[src/rtl/decode_issue_stage.sv]
// Decode/issue stage: 2-entry skid FIFO, R/I-type ALU decode, RAW hazard hold-back
// against in-flight writes, and a registered output slot with valid/ready.
module decode_issue_stage #(
  parameter int WB_LAT = 2,
  parameter int CNT_W  = 16
) (
  input  logic             clk,
  input  logic             rst_n,
  input  logic             in_valid,
  output logic             in_ready,
  input  logic [31:0]      in_instr,
  input  logic             flush,
  input  logic             out_ready,
  output logic             out_valid,
  output logic [6:0]       op,
  output logic [4:0]       addr_a,
  output logic [4:0]       addr_b,
  output logic [4:0]       addr_d,
  output logic [31:0]      immed,
  output logic             y_sel,
  output logic             write,
  output logic             illegal,
  output logic [CNT_W-1:0] stall_cnt
);

  localparam logic [6:0] OPC_R = 7'b0110011;
  localparam logic [6:0] OPC_I = 7'b0010011;

  logic [31:0] fifo_q [2];
  logic        wr_ptr, rd_ptr;
  logic [1:0]  count;
  logic [31:0] head;

  // Stage 0 of the write-back window is the accepting cycle itself, which the
  // output-slot compare covers; registered stages 1..WB_LAT-1 cover the rest.
  logic [WB_LAT-1:1] sb_vld;
  logic [4:0]        sb_rd [WB_LAT-1:1];

  logic        is_r, is_i, use_a, use_b;
  logic [4:0]  rs1, rs2, rd;
  logic        hit_a, hit_b, blocked;
  logic        push, issue, accept;

  assign head     = fifo_q[rd_ptr];
  assign in_ready = (count < 2'd2);
  assign push     = in_valid & in_ready & ~flush;
  assign accept   = out_valid & out_ready & write;

  assign rs1   = head[19:15];
  assign rs2   = head[24:20];
  assign rd    = head[11:7];
  assign is_r  = (head[6:0] == OPC_R);
  assign is_i  = (head[6:0] == OPC_I);
  assign use_a = is_r | is_i;
  assign use_b = is_r;

  always_comb begin
    hit_a = out_valid & write & (addr_d == rs1);
    hit_b = out_valid & write & (addr_d == rs2);
    for (int i = 1; i < WB_LAT; i++) begin
      hit_a = hit_a | (sb_vld[i] & (sb_rd[i] == rs1));
      hit_b = hit_b | (sb_vld[i] & (sb_rd[i] == rs2));
    end
    blocked = (use_a & (rs1 != 5'd0) & hit_a) | (use_b & (rs2 != 5'd0) & hit_b);
  end

  assign issue = (count != 2'd0) & ~blocked & (~out_valid | out_ready) & ~flush;

  always_ff @(posedge clk or negedge rst_n) begin
    if (!rst_n) begin
      fifo_q[0] <= '0;
      fifo_q[1] <= '0;
      wr_ptr    <= 1'b0;
      rd_ptr    <= 1'b0;
      count     <= '0;
    end else if (flush) begin
      wr_ptr <= 1'b0;
      rd_ptr <= 1'b0;
      count  <= '0;
    end else begin
      if (push) begin
        fifo_q[wr_ptr] <= in_instr;
        wr_ptr         <= ~wr_ptr;
      end
      if (issue) rd_ptr <= ~rd_ptr;
      count <= count + 2'(push) - 2'(issue);
    end
  end

  // Scoreboard keeps shifting through flush so accepted writes stay tracked.
  always_ff @(posedge clk or negedge rst_n) begin
    if (!rst_n) begin
      sb_vld <= '0;
      for (int i = 1; i < WB_LAT; i++) sb_rd[i] <= '0;
    end else begin
      sb_vld[1] <= accept;
      sb_rd[1]  <= accept ? addr_d : 5'd0;
      for (int i = 2; i < WB_LAT; i++) begin
        sb_vld[i] <= sb_vld[i-1];
        sb_rd[i]  <= sb_rd[i-1];
      end
    end
  end

  always_ff @(posedge clk or negedge rst_n) begin
    if (!rst_n) begin
      out_valid <= 1'b0;
      write     <= 1'b0;
      illegal   <= 1'b0;
      y_sel     <= 1'b0;
      op        <= '0;
      addr_a    <= '0;
      addr_b    <= '0;
      addr_d    <= '0;
      immed     <= '0;
    end else if (flush) begin
      out_valid <= 1'b0;
      write     <= 1'b0;
      illegal   <= 1'b0;
    end else if (issue) begin
      out_valid <= 1'b1;
      op        <= {head[30], head[14:12], head[6:4]};
      addr_a    <= rs1;
      addr_b    <= is_r ? rs2 : 5'd0;
      addr_d    <= rd;
      immed     <= is_i ? {{20{head[31]}}, head[31:20]} : 32'd0;
      y_sel     <= is_r;
      write     <= (is_r | is_i) & (rd != 5'd0);
      illegal   <= ~(is_r | is_i);
    end else if (out_valid & out_ready) begin
      out_valid <= 1'b0;
      write     <= 1'b0;
      illegal   <= 1'b0;
    end
  end

  always_ff @(posedge clk or negedge rst_n) begin
    if (!rst_n) stall_cnt <= '0;
    else if ((count != 2'd0) && blocked && (stall_cnt != {CNT_W{1'b1}}))
      stall_cnt <= stall_cnt + 1'b1;
  end

endmodule

[config.mk]
export PLATFORM = sky130hd
export DESIGN_NAME = decode_issue_stage
export DESIGN_NICKNAME = d
export VERILOG_FILES = /design/src/rtl/decode_issue_stage.sv
export SDC_FILE = /design/constraint.sdc
export NUM_CORES = 1
export LEC_CHECK = 0
export ABC_AREA = 1
export BUFFER_PORTS_ARGS = -buffer_cell sky130_fd_sc_hd__buf_2
export CAP_MARGIN = 10
export CORE_MARGIN = 5
export CORE_UTILIZATION = 52
export CTS_CLUSTER_DIAMETER = 40
export DETAILED_ROUTE_END_ITERATION = 10
export GPL_ROUTABILITY_DRIVEN = 1
export PLACE_DENSITY_LB_ADDON = 0.2
export SLEW_MARGIN = 20
export SYNTH_ARGS = -nofsm -noshare
export SYNTH_HDL_FRONTEND = slang
export SYNTH_SLANG_ARGS = --single-unit
[constraint.sdc]
create_clock -name clk -period 4.8 [get_ports clk]
set_clock_uncertainty 0.1 [all_clocks]
set_input_delay 0.24 -clock clk [delete_from_list [all_inputs] [get_ports clk]]
set_output_delay 0.24 -clock clk [all_outputs]
set_load 0.02 [all_outputs]
==> results of run 1 <==
## placed cells by master (no fill, tap or decap), drive strengths merged
cell type    count
dfrtp          128
clkbuf          26
a41oi            1
nor4             2
nand3b           1
nand4            9
nand2          328
nand3           37
nor2            47
buf            115
o21ai           86
bufinv           2
ha               3
xor2            15
nor3             9
or2              5
clkinv           4
inv            106
dlygate4sd3     21
a21oi            7
xnor2            2
## power breakdown
group | internal, mW | total (mW) | leakage, nW | switching (mW)
logic | 0.442 | 1.35 | 2.24 | 0.913
clock network | 0.802 | 1.24 | 0.278 | 0.436
registers | 1.41 | 1.64 | 1.67 | 0.222
## stage by stage
step / setup WS, ps / cells / hold WS [ps] / instance area (um^2) / util
final: 1620 / 1101 / 11.2 / 7610 / 0.634
after global routing: 1190 / 1101 / 4.35 / 7610 / 0.634
after CTS: 1570 / 1101 / 0.423 / 7600 / 0.633
after detailed placement: 1610 / 1049 / 355 / 6830 / 0.568
after global placement: 1660 / 1049 / 351 / 6830 / 0.568
after floorplan: 2440 / 838 / -156 / 6370 / -
## worst reg2reg max path, delay by kind of cell (launching register included)
kind | cells | cell delay (ps)
xor+xnor | 1 | 380
simple gates | 7 | 1640
flops | 1 | 380
buf+inv | 1 | 450
compound gates | 1 | 70
## registers in the layout, indices dropped and copies added (netlist names)
name / count
fifo_q: 64
stall_cnt: 16
immed: 12
op: 7
addr_a: 5
addr_b: 5
addr_d: 5
sb_rd: 5
count: 2
illegal: 1
out_valid: 1
rd_ptr: 1
sb_vld: 1
wr_ptr: 1
write: 1
y_sel: 1
## layer usage
layer / vias to the layer above / track usage
met3: 22 / 0.0510
met5: - / 0
met2: 156 / 0.326
met4: 0 / 0.0765
li1: 2767 / -
met1: 2419 / 0.284
## cells in the mapped netlist (2+ instances only)
master,number,share of area
nor2_1,46,0.027
buf_4,23,0.027
o21ai_2,4,0.0055
inv_1,103,0.061
buf_6,4,0.0071
nand2_1,326,0.19
o21ai_0,73,0.057
nand2_2,2,0.0020
clkbuf_1,15,0.0088
inv_2,3,0.0018
xnor2_1,2,0.0028
o21ai_1,9,0.0071
xor2_1,15,0.021
nor4_1,2,0.0020
buf_2,7,0.0055
ha_1,3,0.0059
or2_2,4,0.0039
buf_1,2,0.0012
a21oi_1,7,0.0055
nand3_1,35,0.028
nand4_1,8,0.0079
dfrtp_1,128,0.50
nand3_2,2,0.0031
nor3_1,9,0.0071
## how the worst max path moves through the flow
stage | start | to | cells after the start
floorplan | rd_ptr | count[1] | 15
global placement | rd_ptr | stall_cnt[0] | 10
detailed placement | rd_ptr | stall_cnt[0] | 10
CTS | rd_ptr | stall_cnt[0] | 10
global route | rd_ptr | stall_cnt[6] | 10
finish | rd_ptr | stall_cnt[0] | 10
## layout make-up
| class | instances | area [um^2] |
|---|---|---|
| Clock buffer | 26 | 489 |
| Clock inverter | 5 | 78.8 |
| Fill cell | 1082 | 4400 |
| Inverter | 107 | 402 |
| Multi-Input combinational cell | 552 | 2450 |
| Sequential cell | 128 | 3200 |
| Tap cell | 147 | 184 |
| Timing Repair Buffer | 136 | 802 |
## logic make-up after synthesis
| logic type | after synthesis |
|---|---|
| buf+inv | 158 |
| fa+ha+maj | 3 |
| xor+xnor | 17 |
| compound gates | 94 |
| flops | 128 |
| simple gates | 438 |
==> results.cfg, run 1 <==
[placement]
gp_congestion = 0.862
port_buffers = 111
dp_hpwl_um = 9840

[critical_path]
end_kind = flop
arrival_ps = 3330
crit_path_top_delay_cell = nand3_1
cpPeakStageDelay_ps = 700
cp_cell_sequence = inv_2 > or2_1 > o21ai_1 > nor2_1 > nand3_2 > nor2_1 > nand2_2 > nand2_2 > nand3_1 > xor2_1
crit_fanout = 36
worstReg2RegStart = rd_ptr
rr_worst_depth = 10
timing.rr.end = stall_cnt[0]
startpoint_type = flop
r2r_slack_ps = 1620
crit_type = flop to flop
cp_top_family = simple AND/OR/NAND/NOR gates
worstPathRequired_ps = 4940
path_buf_inv = 1

[synthesis]
synth_compound_area_frac = 0.0768
syn_area_mm2 = 0.00637
syn_inst = 838
yosys_warnings = 0
synth-simple-area-share = 0.278
synthAdderAreaFrac = 0.00590
synth_xor_area_frac = 0.0234
synth_edf_count = 0
avgSynthCellArea_um2 = 7.60
ys_types = 30
yosysSeqAreaShare = 0.503
synth_top_family_by_area = simple AND/OR/NAND/NOR gates
synthMuxAreaShare = 0
synth_flop_cell = dfrtp_1
yosys_register_bits = 128
async_reset_ff_frac = 1.00
synth.net_count = 878

[sta]
setup_viol = 0
tightest_slew_ps = 1030
min_period_over_period = 0.663
rsz0062_at_grt = no
setup_tns_ps = 0
maxSlewViolCount = 0
relSlewSlack = 0.311
hold_viol = 0
min_period_ps = 3180
fmax_mhz = 314

[layout]
area_growth_pct = 19.6
final_layout_size_suffix_gt1_frac = 0.166
nNetsFinal = 982
diodes = 0

[clocking]
cts_tree = done
cts.path.max_buffers = 2
ctsHtreeMaxLevel = 4
cts_root_buf = clkbuf_16
clock_sinks = 128
clock_latency_ps = 410
clk_pin_slew_ps = 50
hold_buffers = 21
cts.repair.resized = 0
postCtsSetupBuffers = 0
numCtsBuffers = 17

[route]
drt_pass1_iterations = 5
drcViolationCount = 0
top_layer = met4
drt-initial-drc-count = 392
final_antenna_net_count = 0
wl_per_cell_um = 13.2
wl_met1_um = 6880
wl_met2_um = 6470
wl_met3_um = 949
via_per_inst = 4.87
vias = 5364
routed_wl_um = 14500

[flow_run]
max-cap-violations = 0

[die]
fp.dieH_um = 121
die_w_um = 121
rows = 40
coreArea_mm2 = 0.0120
dieArea_mm2 = 0.0146
start_util = 0.530
io_pins = 112

[power_and_ir_drop]
power_density_mw_per_mm2 = 556
power.total_mw = 4.23
ir_drop_v = 0.000255
p_leak_nw = 4.19

[grt]
grt_pass1_wl_um = 24300
track_usage = 0.209
grt_start_max_net_pins = 82
antenna_found_initial = 0
gr-total-overflow = 0
grt_pass1_vias = 5113

[worst_hold_path]
hold_path_depth = 3
hold_start = in_instr[25]
whs_endpoint = fifo_q[57]
hp-class = input pin to flop

[outcome]
status = completed
Note: power is estimated with default switching activity, not from simulation.
==> run 2: changes to the inputs <==
Settings changed: CORE_UTILIZATION 52 to 51.
Clock period 4.8 ns to 2.8 ns, I/O delays scaled along.
==> results.cfg, run 2 (synthesized netlist as in run 1, its figures left out) <==
[clocking]
cts.path.max_buffers = 2
clock_sinks = 128
clock_latency_ps = 420
cts_tree = done
cts_root_buf = clkbuf_16
clk_pin_slew_ps = 60
numCtsBuffers = 17
ctsHtreeMaxLevel = 4

[critical_path]
rr_worst_depth = 14
end_kind = flop
timing.rr.end = count[1]
worstReg2RegStart = rd_ptr
r2r_slack_ps = 240
critPathLaunch = rd_ptr
critPathCapture = count[1]
arrival_ps = 2760
crit_type = flop to flop
worstPathRequired_ps = 3000
crit_fanout = 38
startpoint_type = flop

[sta]
setup_viol = 0
tightest_slew_ps = 627
hold_viol = 0
setup_tns_ps = 0
min_period_over_period = 0.913
rsz0062_at_grt = no
fmax_mhz = 391
maxSlewViolCount = 0
min_period_ps = 2560
relSlewSlack = 0.582

[placement]
placedCellCount = 1080
placed_area_mm2 = 0.00695
gp_congestion = 0.903
dp_hpwl_um = 10700
port_buffers = 111

[route]
vias = 5596
drt-initial-drc-count = 372
routed_wl_um = 15700
drt_pass1_iterations = 5
wl_per_cell_um = 13.6
drcViolationCount = 0
via_per_inst = 4.87
final_antenna_net_count = 0

[layout]
area_growth_pct = 25.3
final_area_mm2 = 0.00798
nNetsFinal = 1009
diodes = 0
n_fill_cell = 1045
final_cell_mix = nand2_1, dfrtp_1, buf_2, inv_1, o21ai_0
mostFrequentLayoutCell = nand2_1
largestRegisters = fifo_q x64, stall_cnt x16, immed x12
final_cells = 1150
largest_reg_flops = 64
seq_area_mm2 = 0.00320
top_register = fifo_q
final_layout_size_suffix_gt1_frac = 0.180
multi_input_area_mm2 = 0.00246

[die]
dieArea_mm2 = 0.0148
rows = 40
io_pins = 112
fp.dieH_um = 122
die_w_um = 122
coreArea_mm2 = 0.0121
start_util = 0.526

[power_and_ir_drop]
power.share.combinational = 0.320
internal-power_mw = 4.84
p_switching_mw = 2.84
ir_drop_v = 0.000570
seqPwrFrac = 0.368
p_sw_frac = 0.370
p_leak_nw = 4.34
power_density_mw_per_mm2 = 962
p_clk_frac = 0.312

[flow_run]
max-cap-violations = 0

[grt]
grt_pass1_vias = 5384
antenna_found_initial = 0
gr-total-overflow = 0
track_usage = 0.221
grt_pass1_wl_um = 25900
grt_start_max_net_pins = 66

[outcome]
status = completed

[worst_hold_path]
hp-class = input pin to asynchronous set/reset pin
==> run 2: how the worst min path moves through the flow <==
stage | from | end | slack [ps] | cells after the start
floorplan | rst_n | addr_a[0] | -260 | 0
global placement | rst_n | addr_a[0] | 80 | 1
detailed placement | rst_n | addr_a[1] | 70 | 1
CTS | rst_n | addr_a[4] | 180 | 2
global route | rst_n | addr_a[2] | 210 | 2
finish | rst_n | addr_b[4] | 160 | 2
==> run 2: what timing repair did <==
| action | in CTS | in global routing |
|---|---|---|
| hold buffers | 36 | 0 |
| buffers inserted | 0 | 2 |
| gates resized for setup | 0 | 2 |
| hold endpoints to repair | 110 | 0 |
| endpoints found under the setup margin | 0 | 4 |
==> run 2: stage by stage <==
stage | worst slack (ps) | total power [mW] | utilization | hold WS [ps]
finish | 243 | 7.67 | 0.659 | 161
global route | 5.25 | 8.23 | 0.659 | 206
CTS | 159 | 7.69 | 0.657 | 176
detailed placement | 165 | 5.23 | 0.574 | 73.2
global placement | 275 | 5.18 | 0.574 | 75.3
floorplan | 445 | 4.50 | - | -256
==> run 2: power by group through the flow <==
stage          Combinational (mW)  Sequential (mW)  Clock (mW)
2_1_floorplan                1.62             2.88           0
3_3_place_gp                 2.35             2.82           0
3_5_place_dp                 2.40             2.83           0
4_1_cts                      2.45             2.81        2.43
5_1_grt                      2.82             2.89        2.52
6_report                     2.45             2.82        2.40
==> run 2: layout make-up <==
cell class / instances / share of cell area
Inverter: 107 / 0.0507
Tap cell: 168 / 0.0263
Timing Repair Buffer: 163 / 0.133
Sequential cell: 128 / 0.401
Clock inverter: 14 / 0.0267
Clock buffer: 18 / 0.0538
Multi-Input combinational cell: 552 / 0.308
==> run 2: metal layers <==
layer,global-route usage,part of all wire
met3,0.0506,0.059
met2,0.353,0.46
met5,0,0
met4,0.0735,0.017
met1,0.299,0.46
==> run 2: critical path, stage by stage, from the launching register on <==
cell	delay, ps
dfrtp_1	430
buf_12	240
nand2_1	140
nand2_1	160
nand4_1	110
nor2_1	160
nor2_1	70
nand2_1	110
nand4_2	150
nor2_2	130
ha_1	240
inv_1	60
ha_1	140
xor2_1	140
nor2_1	50
==> run 3: changes to the inputs <==
Settings changed: CORE_UTILIZATION 51 to 52.
Clock period 2.8 ns to 2.4 ns, I/O delays scaled along.
==> results.cfg, run 3 (synthesized netlist as in run 1, its figures left out) <==
[flow_run]
max-cap-violations = 0

[sta]
hold_viol = 0
rsz0062_at_grt = yes
fmax_mhz = 420
min_period_over_period = 0.993
maxSlewViolCount = 0
relSlewSlack = 0.555
fin_hold_ws_ps = 176
min_period_ps = 2380
setup_viol = 0
tightest_slew_ps = 668
setup_tns_ps = 0

[layout]
final_cell_mix = nand2_1, dfrtp_1, buf_2, inv_1, o21ai_0
largest_reg_flops = 64
top_register = fifo_q
final_layout_size_suffix_gt1_frac = 0.237
area_growth_pct = 30.4
final_cells = 1148
final_util = 0.691
nNetsFinal = 1028
mostFrequentLayoutCell = nand2_1
largestRegisters = fifo_q x64, stall_cnt x16, immed x12
final_area_mm2 = 0.00830
diodes = 0

[placement]
placed_area_mm2 = 0.00706
placedCellCount = 1072
gp_congestion = 0.890
dp_hpwl_um = 10700
port_buffers = 111

[critical_path]
end_kind = flop
rr_worst_depth = 15
arrival_ps = 2590
worstPathRequired_ps = 2600
crit_fanout = 7
crit_type = flop to flop
startpoint_type = flop

[power_and_ir_drop]
p_leak_nw = 4.47
ir_drop_v = 0.000743
power_density_mw_per_mm2 = 1120

[route]
drt-initial-drc-count = 425
routed_wl_um = 15700
via_per_inst = 4.98
drcViolationCount = 0
final_antenna_net_count = 0
vias = 5722
drt_pass1_iterations = 5
wl_per_cell_um = 13.7

[clocking]
cts_tree = done
cts.path.max_buffers = 2
cts_root_buf = clkbuf_16
clk_pin_slew_ps = 50
numCtsBuffers = 17
clock_sinks = 128
clock_latency_ps = 420
ctsHtreeMaxLevel = 4

[grt]
grt_start_max_net_pins = 65
antenna_found_initial = 0
grt_pass1_wl_um = 25800
gr-total-overflow = 0
track_usage = 0.222
grt_pass1_vias = 5382

[die]
fp.dieH_um = 121
rows = 40
dieArea_mm2 = 0.0146
die_w_um = 121
start_util = 0.530
io_pins = 112
coreArea_mm2 = 0.0120

[worst_hold_path]
hp-class = input pin to asynchronous set/reset pin

[outcome]
status = completed
-- run 3: where the power goes --
| group | switching, mW | total, mW | leakage, nW | internal, mW |
|---|---|---|---|---|
| combinational | 2.07 | 3.49 | 2.51 | 1.42 |
| sequential | 0.481 | 3.31 | 1.67 | 2.83 |
| clock | 0.922 | 2.52 | 0.290 | 1.60 |
| total | 3.47 | 9.33 | 4.47 | 5.86 |
-- run 3: layer usage --
| metal | track usage | up-vias | wire length [um] |
|---|---|---|---|
| met1 | 0.307 | 2629 | 7280 |
| met3 | 0.0500 | 32 | 947 |
| li1 | - | 2874 | - |
| met2 | 0.348 | 187 | 7230 |
| met5 | 0 | - | 0 |
| met4 | 0.0758 | 0 | 285 |
-- run 3: cell type report --
| class | count | area (um^2) |
|---|---|---|
| well taps | 147 | 184 |
| flip-flops and latches | 128 | 3200 |
| fillers | 982 | 3710 |
| inverters | 107 | 407 |
| clock buffers | 22 | 474 |
| multi-input cells | 552 | 2620 |
| clock inverters | 10 | 110 |
| repair buffers | 182 | 1300 |
-- run 3: worst paths after layout --
| path | start | to | slack (ps) |
|---|---|---|---|
| max | rd_ptr | count[1] | 20 |
| min | rst_n | immed[0] | 180 |
| max reg2reg | rd_ptr | count[1] | 20 |
| min reg2reg | addr_a[4] | addr_a[4] | 360 |
| max in group asynchronous | rst_n | fifo_q[48] | 1330 |
| min in group clk | addr_a[4] | addr_a[4] | 360 |
-- run 3: timing repair --
action,CTS,global route
pin swaps,0,15
buffers inserted,1,5
cloned,1,1
endpoints found under the setup margin,1,29
endpoints found under the hold margin,117,0
gates resized for setup,3,55
hold buffers,36,0
-- run 3: worst max-delay path: stages, from the launching register on --
cell      delay (ps)
dfrtp_2          460
clkinv_4         100
buf_12           120
nand2_1           80
nand2_1          110
nand4_1          120
nor2_2           140
nor2_1            80
nand2_2           80
nand4_4          110
nor2_4           160
ha_4             220
inv_2             60
ha_4             120
xor2_1           140
nor2_1            60
-- run 3: stage by stage --
| step | total power, mW | worst slack [ps] |
|---|---|---|
| after floorplan | 5.25 | 44.5 |
| after global placement | 6.20 | 55.0 |
| after detailed placement | 6.27 | -56.9 |
| after CTS | 8.95 | 5.18 |
| after global routing | 9.99 | -56.5 |
| final | 9.33 | 16.5 |
